==> config.mk <==
export PLATFORM = sky130hd
export DESIGN_NAME = fu_operand_collector
export DESIGN_NICKNAME = d
export VERILOG_FILES = /design/src/rtl/cgra_fu_pkg.sv /design/src/rtl/fu_operand_slots.sv /design/src/rtl/fu_operand_collector.sv
export SDC_FILE = /design/constraint.sdc
export NUM_CORES = 1
export LEC_CHECK = 0
export ABC_AREA = 1
export CAP_MARGIN = 15
export CORE_AREA = 2 2 118 120
export DETAILED_ROUTE_END_ITERATION = 8
export DIE_AREA = 0 0 120 122
export GPL_TIMING_DRIVEN = 0
export PLACE_DENSITY = 0.85
export SYNTH_ARGS = -nofsm -noshare
export SYNTH_HDL_FRONTEND = slang
export SYNTH_HIERARCHICAL = 1
export SYNTH_SLANG_ARGS = --single-unit
export TNS_END_PERCENT = 50
==> constraint.sdc <==
create_clock -name clk -period 2.6 [get_ports clk]
set_input_delay 0.52 -clock clk [delete_from_list [all_inputs] [get_ports clk]]
set_output_delay 0.52 -clock clk [all_outputs]
set_load 0.05 [all_outputs]
==> src/rtl/cgra_fu_pkg.sv <==
// Shared types and config-word field positions for the CGRA adder FU issue path.
package cgra_fu_pkg;

  typedef enum logic [1:0] {
    ADD_4X16 = 2'd0,
    ADD_2X32 = 2'd1,
    ADD_1X64 = 2'd3
  } adder_mode_t;

  localparam int CFG_WIDTH    = 16;
  localparam int CFG_MODE_LSB = 0;
  localparam int CFG_MODE_MSB = 1;
  localparam int CFG_DEST_LSB = 2;
  localparam int CFG_DEST_MSB = 5;

  typedef enum logic [1:0] {
    IDLE     = 2'd0,
    COLLECT  = 2'd1,
    WAIT_ACK = 2'd2
  } collector_state_t;

  function automatic logic mode_valid(input logic [CFG_WIDTH-1:0] cfg);
    logic [1:0] mode;
    mode = cfg[CFG_MODE_MSB:CFG_MODE_LSB];
    return (mode == ADD_4X16) || (mode == ADD_2X32) || (mode == ADD_1X64);
  endfunction

endpackage

==> src/rtl/fu_operand_slots.sv <==
// Indexed operand slot file with a fill mask; slot data survives a mask clear.
module fu_operand_slots import cgra_fu_pkg::*; #(
  parameter  int width = 16,
  parameter  int depth = 8,
  localparam int idx_w = $clog2(depth)
) (
  input  logic             clk,
  input  logic             reset,
  input  logic             clear,
  input  logic             wr_en,
  input  logic [idx_w-1:0] wr_idx,
  input  logic [width-1:0] wr_data,
  output logic [width-1:0] slots [depth],
  output logic             all_full
);

  logic [depth-1:0] mask;
  logic [depth-1:0] mask_next;

  // Full-ness includes the write happening this cycle so the FSM can advance
  // on the completing handshake itself.
  always_comb begin
    mask_next = mask;
    if (wr_en) mask_next[wr_idx] = 1'b1;
    all_full = &mask_next;
  end

  always_ff @(posedge clk) begin
    if (!reset) begin
      mask <= '0;
      for (int i = 0; i < depth; i++) slots[i] <= '0;
    end else if (clear) begin
      mask <= '0;
    end else if (wr_en) begin
      mask          <= mask_next;
      slots[wr_idx] <= wr_data;
    end
  end

endmodule

==> src/rtl/fu_operand_collector.sv <==
// Collects a config word plus 2*num_inputs operands, then presents them to the
// adder FU until it acks or the ack timeout expires.
//
//   state    | meaning
//   IDLE     | waiting for a config word
//   COLLECT  | accepting operands into slots until every slot is filled
//   WAIT_ACK | operands driven to FU with on_off high, waiting for ack/timeout
module fu_operand_collector import cgra_fu_pkg::*; #(
  parameter  int width        = 16,
  parameter  int num_inputs   = 4,
  parameter  int ack_timeout  = 16,
  localparam int total_inputs = 2 * num_inputs,
  localparam int idx_w        = $clog2(total_inputs)
) (
  input  logic                 clk,
  input  logic                 reset,
  input  logic                 cfg_valid,
  input  logic [CFG_WIDTH-1:0] cfg_data,
  output logic                 cfg_ready,
  input  logic                 opnd_valid,
  input  logic [idx_w-1:0]     opnd_idx,
  input  logic [width-1:0]     opnd_data,
  output logic                 opnd_ready,
  output logic [width-1:0]     fu_inputs [total_inputs],
  output logic [CFG_WIDTH-1:0] fu_config,
  output logic                 fu_on_off,
  input  logic                 fu_ack,
  output logic                 busy,
  output logic                 done,
  output logic                 err
);

  localparam int cnt_w = $clog2(ack_timeout) + 1;
  localparam logic [cnt_w-1:0] cnt_last = cnt_w'(ack_timeout - 1);

  collector_state_t state, next_state;
  logic [cnt_w-1:0] cnt;
  logic cfg_fire, opnd_fire, all_full;
  logic slot_clear, latch_cfg, cfg_bad, ack_done, timeout;

  assign cfg_ready  = reset && (state == IDLE);
  assign opnd_ready = reset && (state == COLLECT);
  assign cfg_fire   = cfg_valid && cfg_ready;
  assign opnd_fire  = opnd_valid && opnd_ready;

  fu_operand_slots #(
    .width (width),
    .depth (total_inputs)
  ) u_slots (
    .clk      (clk),
    .reset    (reset),
    .clear    (slot_clear),
    .wr_en    (opnd_fire),
    .wr_idx   (opnd_idx),
    .wr_data  (opnd_data),
    .slots    (fu_inputs),
    .all_full (all_full)
  );

  always_comb begin
    next_state = state;
    slot_clear = 1'b0;
    latch_cfg  = 1'b0;
    cfg_bad    = 1'b0;
    ack_done   = 1'b0;
    timeout    = 1'b0;
    case (state)
      IDLE: begin
        if (cfg_fire) begin
          if (mode_valid(cfg_data)) begin
            next_state = COLLECT;
            slot_clear = 1'b1;
            latch_cfg  = 1'b1;
          end else begin
            cfg_bad = 1'b1;
          end
        end
      end
      COLLECT: begin
        if (opnd_fire && all_full) next_state = WAIT_ACK;
      end
      WAIT_ACK: begin
        // Ack takes priority over a timeout landing on the same cycle.
        if (fu_ack) begin
          next_state = IDLE;
          ack_done   = 1'b1;
        end else if (cnt == cnt_last) begin
          next_state = IDLE;
          timeout    = 1'b1;
        end
      end
      default: next_state = IDLE;
    endcase
  end

  always_ff @(posedge clk) begin
    if (!reset) begin
      state     <= IDLE;
      cnt       <= '0;
      fu_config <= '0;
      fu_on_off <= 1'b0;
      busy      <= 1'b0;
      done      <= 1'b0;
      err       <= 1'b0;
    end else begin
      state     <= next_state;
      cnt       <= (state == WAIT_ACK) ? cnt + cnt_w'(1) : '0;
      if (latch_cfg) fu_config <= cfg_data;
      fu_on_off <= (next_state == WAIT_ACK);
      busy      <= (next_state != IDLE);
      done      <= ack_done;
      err       <= cfg_bad || timeout;
    end
  end

endmodule

==> flow_summary.ini <==
[outcome]
outcome = complete, no violations

[finish]
area_growth_pct = 46.5
fin_nets = 995
final_cell_mix = 255 x nor2_1, 186 x clkdlybuf4s50_1, 163 x dfxtp_1
final_common_cell = nor2_1
antenna_cells = 0
drive_gt1_frac = 0.0890

[die]
core_um2 = 13500
io_pins = 190
initial_core_util = 0.445
fp.dieW_um = 120
chipHeight_um = 122
die-area_um2 = 14600
rows = 43

[setup_path]
critPathTopFamily = buffers and inverters
r2r_setup_slack_ns = 0.43
cp-end-kind = primary output
start_kind = input port
r2r_start = state[0]
cp_max_fo = 7
crit_path_top_delay_cell = clkdlybuf4s15_2
rr_worst_depth = 13
cpPeakStageDelay_ns = 0.42
path_cells = dlymetal6s2s_1, inv_1, nor3_1, clkdlybuf4s15_2
cp_data_required_time_ns = 2.08
critPathKind = in -> out
r2r-end = busy
cp_num_buf_inv = 3
worstPathArrival_ns = 1.68

[run]
drv_cap = 0

[clock_network]
tritoncts = yes
cts_buffer_depth = 2
cts_sinks = 163
clk_pin_slew_worst_paths_ns = 0.06
numCtsBuffers = 17
clock_latency_ns = 0.42
postCtsHoldBufs = 0
postCtsSetupBuffers = 0
cts-root-buf = clkbuf_16
htreeDepth = 4

[routing]
route.met2.wl_um = 8260
dr.pass1.iters = 7
m1WireLength_um = 7140
drc_errors = 0
wl_met3_um = 1670
wirelength_um = 17400
routed_via_density = 4.98
top_layer = met4
drt_iter0_markers = 525
wl_per_cell_um = 15.2
route.vias.total = 5703
ant_nets = 0

[yosys]
synth_seq_cells = 163
synth-seq-area-share = 0.543
synth_cells = 745
ys_warn_count = 6
yosysUniqueCellTypes = 30
synth.mux.area_fraction = 0
netlist_area_um2 = 6000
synth_xor_area_frac = 0
synth_fa_ha_area_frac = 0.00417
synth_top_family_by_area = simple AND/OR/NAND/NOR gates
syn_area_per_cell_um2 = 8.06
synth_compound_area_frac = 0.144
synthSimpleGateAreaFrac = 0.237
synth_fp_nets = 787

[power_and_ir_drop]
powerDensity_nw_per_um2 = 661
vdd_drop_max_uv = 371
leakage_nw = 3.29

[min_path]
worstHoldStart = u_slots/slots[103]
min_path_type = reg -> reg
hold_depth = 2
hold_end = u_slots/slots[103]

[sta]
final_max_slew_viol_count = 0
hold_slack_ns = 0.448
finalCriticalPeriod_ns = 2.20
setup_viol = 0
finalHoldViolCount = 0
tightest_slew_ns = 0.605
max_freq_mhz = 454
max_slew_margin = 0.597
clock_skew_ns = 0.00540
tns_ns = 0
fin_crit_sh = 0.847
rsz0062_at_grt = false

[global_routing]
grt_max_degree = 17
grt_usage = 0.240
grt_pass1_wl_um = 27200
antenna_found_initial = 0
grt_pass1_vias = 5280
overflow = 0

[placed_design]
gp_congestion = 0.903
portBuffers = 189
post-dp-hpwl_um = 12400
report_power, final:
| part | total, mW | switching (mW) | internal (mW) |
|---|---|---|---|
| clock network | 2.81 | 0.967 | 1.84 |
| registers | 2.54 | 0.0164 | 2.53 |
| logic | 0.456 | 0.300 | 0.156 |
| total | 5.81 | 1.28 | 4.53 |
worst max-delay path by stage:
stage	startpoint	endpoint	slack (ns)	cells after the start
finish	reset	cfg_ready	0.40	4
global route	state[0]	busy	0.20	14
CTS	reset	cfg_ready	0.06	4
detailed placement	reset	busy	-0.55	14
global placement	reset	busy	-0.55	14
floorplan	reset	cfg_ready	0.42	2
cell usage after synthesis, drive strengths merged:
cell type  number  area [µm²]
nand2          30         138
inv            44         173
nor2          264        1070
dfxtp         163        3260
nor3b           2        15.0
nand3          10         123
clkbuf         16        61.3
a21oi          24         120
ha              2        25.0
nand4           1        6.26
nor3           15        75.1
o21ai         146         731
buf            20         165
a31oi           1        6.26
clkinv          6        30.0
o21a            1        7.51
metal layers:
layer,vias to the layer above,track usage
met1,2618,0.283
met2,246,0.402
met5,-,0
li1,2805,-
met4,0,0.0919
met3,34,0.0857
stage by stage:
| stage | area, µm² | utilization | power (mW) | std cells | setup WS (ns) |
|---|---|---|---|---|---|
| 3_5_place_dp | 8120 | 0.601 | 3.05 | 1114 | -0.548 |
| 6_report | 8790 | 0.651 | 5.81 | 1146 | 0.397 |
| 4_1_cts | 8790 | 0.651 | 5.84 | 1146 | 0.0561 |
| 2_1_floorplan | 6000 | - | 2.85 | 745 | 0.416 |
| 5_1_grt | 8790 | 0.651 | 5.99 | 1146 | 0.201 |
| 3_3_place_gp | 8120 | 0.601 | 3.05 | 1114 | -0.546 |
state kept, by name (all words and copies together) (netlist names):
signal / cells
fu_on_off: 1
busy: 1
u_slots/slots: 128
cnt: 5
u_slots/mask: 8
fu_config: 16
done: 1
err: 1
state: 2
worst register-to-register path, cell delays in order (launching register included):
cell     delay, ns
dfxtp_1       0.44
nand2_1       0.14
nor3b_2       0.33
inv_2         0.11
nor2_8        0.19
nand2_1       0.10
nand2_1       0.06
nand2_1       0.04
inv_1         0.04
nand2_1       0.05
nor2_1        0.20
a31oi_1       0.11
o21ai_1       0.17
nand2_1       0.08
logic make-up (layout without fill, tap and decap cells):
group | Yosys count | after routing
adders and majority gates | 2 | 2
buffers and inverters | 86 | 307
and+or+nand+nor | 322 | 322
AOI/OAI and AO/OA | 172 | 172
DFF | 163 | 163
final cells by class:
class                      count  area (µm²)
fill                        1119        4710
sequential                   163        3260
multi-input combinational    496        2320
timing repair buffer         189        1890
clock buffer                  21         460
buffer                        36         226
tap                          180         225
clock inverter                11         205
inverter                      50         203
repair_timing:
action | in CTS | in global routing
pin swaps | 0 | 0
endpoints found under the setup margin | 6 | 8
gates resized for setup | 6 | 1
Note: power is estimated with default switching activity, not from simulation.
